===== src/rtl/pe.sv =====
// Convolution processing element: streams pixel/weight pairs, multiply-accumulates
// over one KERNEL_SIZE x KERNEL_SIZE window and pulses valid with the dot product.
module pe #(
    parameter int unsigned KERNEL_SIZE  = 5,
    parameter int unsigned PIC_WIDTH    = 16,
    parameter int unsigned WEIGHT_WIDTH = 16,
    parameter int unsigned RESULT_WIDTH = 37
) (
    input  logic                           clk,
    input  logic                           rst_n,
    input  logic signed [PIC_WIDTH-1:0]    picDat,
    input  logic signed [WEIGHT_WIDTH-1:0] weightDat,
    output logic signed [RESULT_WIDTH-1:0] result,
    output logic                           valid
);

    localparam int unsigned N      = KERNEL_SIZE * KERNEL_SIZE;
    localparam int unsigned CNT_W  = (N > 1) ? $clog2(N) : 1;
    localparam int unsigned PROD_W = PIC_WIDTH + WEIGHT_WIDTH;

    logic        [CNT_W-1:0]        cnt;
    logic signed [PROD_W-1:0]       prod_reg;
    logic                           last_reg;
    logic                           pvld_reg;
    logic signed [RESULT_WIDTH-1:0] acc;
    logic signed [RESULT_WIDTH-1:0] sum;
    logic                           cnt_last;

    assign cnt_last = (cnt == CNT_W'(N - 1));
    assign sum      = acc + RESULT_WIDTH'(prod_reg);

    // Stage 1 registers the product, stage 2 folds it into the accumulator.
    // rst_n is high-true: a high level at the edge clears the whole pipeline.
    always_ff @(posedge clk) begin
        if (rst_n) begin
            cnt      <= '0;
            prod_reg <= '0;
            last_reg <= 1'b0;
            pvld_reg <= 1'b0;
            acc      <= '0;
            result   <= '0;
            valid    <= 1'b0;
        end else begin
            prod_reg <= PROD_W'(picDat) * PROD_W'(weightDat);
            last_reg <= cnt_last;
            pvld_reg <= 1'b1;
            cnt      <= cnt_last ? '0 : cnt + CNT_W'(1);
            valid    <= 1'b0;
            if (pvld_reg) begin
                if (last_reg) begin
                    result <= sum;
                    valid  <= 1'b1;
                    acc    <= '0;
                end else begin
                    acc <= sum;
                end
            end
        end
    end

endmodule


===== config.mk =====
export PLATFORM = sky130hd
export DESIGN_NAME = pe
export DESIGN_NICKNAME = d
export VERILOG_FILES = /design/src/rtl/pe.sv
export SDC_FILE = /design/constraint.sdc
export NUM_CORES = 1
export LEC_CHECK = 0
export CORE_MARGIN = 4
export CORE_UTILIZATION = 40
export DETAILED_ROUTE_END_ITERATION = 12
export PLACE_DENSITY = 0.62
export SYNTH_ARGS = -nofsm -noshare
export SYNTH_HDL_FRONTEND = slang
export SYNTH_SLANG_ARGS = --single-unit

===== constraint.sdc =====
create_clock -name clk -period 8.9 [get_ports clk]
set_clock_uncertainty 0.1 [all_clocks]
set_input_delay 1.335 -clock clk [delete_from_list [all_inputs] [get_ports clk]]
set_output_delay 1.335 -clock clk [all_outputs]
set_load 0.03 [all_outputs]

; ---- Yosys cells after proc, flatten, opt, wreduce, memory -nomap -nowiden
; Index checks and enable logic that the tools add are counted.
[op_classes]
n_addsub = 2
mul = 1
eq_ne = 1
muxes = 3
bitwise = 1
n_reduce_logical = 3
[op_table]
columns = op, n
row1 = 37-bit by 32-bit adder with 37-bit output, 1
row2 = 37-bit 2-to-1 mux, 1
row3 = 16-bit by 16-bit multiplier with 32-bit output, 1
row4 = "5-bit by 1-bit adder with 5-bit output, second input constant", 1
row5 = "5-bit == test, second input constant", 1
row6 = 2-bit OR reduction, 2
row7 = 1-bit 2-to-1 mux, 2
row8 = 2-bit AND reduction, 1
row9 = 1-bit NOT, 1
[word_totals]
regBits = 114
inputBits = 34
elab_cells = 18

; ---- Depth between registers and ports, before layout
[logic_depth]
ltp_word = 2
ltp_mapped = 25

; ---- Worst setup path before layout
; No wires, ideal clock.
[synth_timing]
path_type = input to register
startpoint = in picDat[15]
endpoint = reg prod_reg[31]
setup_time_ps = 128
arrival_time_ps = 6848
t_required_ps = 8672
slack_ps = 1824
stages = 21
n_path_buf = 1
path_cell_list = clkbuf_1 > nand2_1 > inv_1 > fa_1 > fa_1 > fa_1 > fa_1 > fa_1 > inv_1 > fa_1 > inv_1 > ha_1 > a21o_1 > a21o_1 > a21o_1 > a21oi_1 > o31ai_1 > a211oi_1 > o21ai_1 > xnor2_1 > nor2_1
[synth_between]
elab_chain_cells = 1
[synth_lines]
columns = element, line_no
row1 = "start, declared", 11  ; input logic signed [PIC_WIDTH-1:0] picDat,
row2 = 16-bit by 16-bit multiplier with 32-bit output, 44  ; prod_reg <= PROD_W'(picDat) * PROD_W'(weightDat);
row3 = "end signal, assigned", 44
row4 = "end, declared", 22  ; logic signed [PROD_W-1:0] prod_reg;
; No other way between the ends.
; A chain may end at the register's enable or synchronous reset.

; ---- Worst setup path after layout
[layout_timing]
startpoint = in weightDat[4]
endpoint = reg prod_reg[28]
[layout_between]
elab_chain_cells = 1
[layout_lines]
columns = element, line_no
row1 = "start, declared", 12  ; input logic signed [WEIGHT_WIDTH-1:0] weightDat,
row2 = 16-bit by 16-bit multiplier with 32-bit output, 44
; No other way between the ends.

==> parameters.txt <==
Parameter                              Value

Route
  Final wirelength ... about 36000 um
  Avg WL per Cell ... between 15 and 20 um
  DR pass1 iterations ... 5
  Routed Antenna Nets ... 0
  Residual DRC count ... 0
  Violation count after the first detailed-route iteration ... around 620
  Via density ... 4.99
  Vias post-DR ... 11500

Die
  Placement row count ... 71
  Area of the core region ... 0.0378 mm^2
  Die Area ... 0.0415 mm^2
  I/O pin count ... 72
  Starting density of the core ... between 40% and 50%
  DIE HEIGHT ... 204 um
  Die extent in x ... 204 um

Layout
  Area Growth Syn to Fin ... 12.1%
  Multi-input logic area ... 0.0117 mm^2
  # fillers ... 3711
  Final standard cell count with taps included and fillers excluded ... 2308
  Total number of nets in the final design ... 2201
  Final core occ ... 45.5%
  Register area ... 0.00228 mm^2
  Antenna Diode Count ... 0
  Share of layout cells above drive strength 1 ... 3.34%

Clocking
  Maximum number of buffers from clock root to sink ... 2
  # clock sinks ... 114
  Post-cts gate resize count ... 0
  Cell chosen for the clock root ... clkbuf_16
  Number of buffers inserted to repair setup after CTS ... 0
  H-tree level count ... 4
  CTS tree ... built
  Clock slew seen by the registers of the worst setup and hold paths ... 0.05 ns
  Count of hold buffers inserted by post-cts repair ... 0
  Clock latency on the worst-skew pair ... 0.41 ns
  TritonCTS buffer count ... 17

Min path
  Number of instances on the worst hold path ... 2
  HP Start ... result[24]
  Worst min-delay path endpoint ... result[24]
  HP Class ... reg -> reg

Synth
  Primary FF master, synth ... dfxtp_1
  Cell type with the largest total area after synthesis ... fa_1
  Synth top cells by count ... inv_1 (302), fa_1 (263), nand2_1 (205)
  Synth top area share ... 34.4%
  Synth Net Count ... 2159
  Synthesized instance count ... 1742
  Synth Cell Area ... approximately 0.015 mm^2
  Number of unique standard cell types used by synthesis ... 56
  Sequential-to-total area share from yosys stat ... 14.9%
  Dominant cell by count in the synthesized netlist ... inv_1
  Flip-flop and latch count after synthesis ... 114
  EDFF count, synth ... 0
  Dominant cells by area after synthesis ... fa_1 (34%), dfxtp_1 (15%), ha_1 (9.8%)
  Total of warnings raised by yosys ... 0
  Async set-or-reset flop fraction in the synthesized netlist ... 0%
  Mean area per synthesized cell ... 8.80 um^2

Timing
  Max-slew violations ... 0
  Post-layout minimum cycle time ... 7.81 ns
  Worst slew margin relative to its limit ... 22.7%
  Slew @ Worst Pin ... 1.16 ns
  Final number of hold-violating endpoints ... 0
  Setup repair after global routing missed its margin ... false
  Total negative slack for setup checks ... 0 ns
  Fmax ... 128 MHz
  Final critical-path share of the clock period ... 87.7%
  Minimum setup slack in the final design ... between 1 and 1.5 ns
  Total of endpoints with negative setup slack in the final report ... 0

Global routing
  Via count of the first global-routing pass ... approximately 12000
  Pin count of the biggest net entering global routing ... 85
  Global routing usage summed across all routing layers ... ~18%
  Antenna violations before repair ... 0
  Final global-route overflow total ... 0
  Global-route wire length before repair ... about 62000 um

Setup path
  Crit path launch type ... primary input
  Element type at the critical path end ... flip-flop
  Worst EP arrival ... 7.96 ns
  Critical Setup Path Class ... in -> reg
  Worst reg2reg endpoint ... acc[36]
  Worst Path Required ... 9.05 ns
  Biggest fanout along the worst timing path ... 16
  Internal reg-to-reg setup slack ... 5.49 ns
  R2R Path Start ... prod_reg[0]
  Depth of the worst register-to-register path ... 12

Placement
  Post-place setup slack ... 0.646 ns
  I/O Buffers ... 71
  HPWL after DPL ... 29500 um
  DP Cell Count ... 2276
  Last weighted congestion value of the routability-driven placer ... 0.887

Flow run
  Maximum capacitance violations ... 0

Outcome
  Result of the run ... completed
## placed cells by master, fill, tap and decap left out, types with 11 or more instances in the layout
master	n
nand3_1	22
nor2b_1	36
inv_1	302
nor2_1	115
clkbuf_16	17
xnor2_1	42
nand2_1	205
ha_1	120
a21oi_1	108
xor2_1	27
nand2b_1	15
buf_4	16
and3_1	11
and2_1	121
o21bai_1	12
clkdlybuf4s50_1	70
nor3_1	12
a21o_1	28
fa_1	263
o21ai_0	31
dfxtp_1	114
## critical path, stage by stage
cell	delay, ns
clkdlybuf4s50_1	0.78
and2_1	0.37
fa_1	0.53
inv_1	0.05
fa_1	0.48
fa_1	0.52
inv_1	0.06
fa_1	0.50
fa_1	0.50
inv_1	0.05
fa_1	0.47
inv_1	0.04
ha_1	0.33
a21o_1	0.22
a21o_1	0.17
a21oi_1	0.30
nand2_1	0.11
nor3_2	0.15
o31ai_1	0.18
a221oi_2	0.40
a21oi_1	0.14
nor3_1	0.20
nor3_2	0.07
## cell type report
type	instances	share of cell area [%]
clock buffers	22	2.76
repair buffers	86	4.78
multi-input cells	1263	67.9
flip-flops and latches	114	13.3
inverters	302	6.60
clock inverters	10	0.903
well taps	511	3.72
## metal layers
metal / vias to the layer above / share of wire, % / global-route usage [%]
li1: 5500 / - / -
met2: 289 / 46 / 29.8
met1: 5690 / 47 / 25.8
met5: - / 0 / 0
met4: 0 / 1.6 / 3.95
met3: 47 / 4.8 / 2.48
## kinds of logic after synthesis
logic type / count (synthesis) / share of synthesized area (%)
buf+inv: 365 / 8.94
fa+ha+maj: 383 / 44.2
xor+xnor: 70 / 4.05
compound gates: 241 / 9.94
simple gates: 564 / 17.7
flops: 114 / 14.9
mux: 5 / 0.327
## worst max-delay path by stage
stage,from,end,cells after the start
detailed placement,weightDat[4],prod_reg[30],23
finish,weightDat[4],prod_reg[28],23
floorplan,picDat[15],prod_reg[31],21
global placement,weightDat[1],prod_reg[31],21
CTS,weightDat[4],prod_reg[30],23
global route,weightDat[1],prod_reg[31],21
## stage by stage
stage	hold WS [ns]	instance area [um^2]
final	0.352	17200
after global routing	0.384	17200
after CTS	0.357	17200
after global placement	0.347	16500
after floorplan	0.330	15300
after detailed placement	0.350	16500
Power is not shown: default switching activity piles up to over one toggle a cycle in this logic, so the estimate is an artifact.
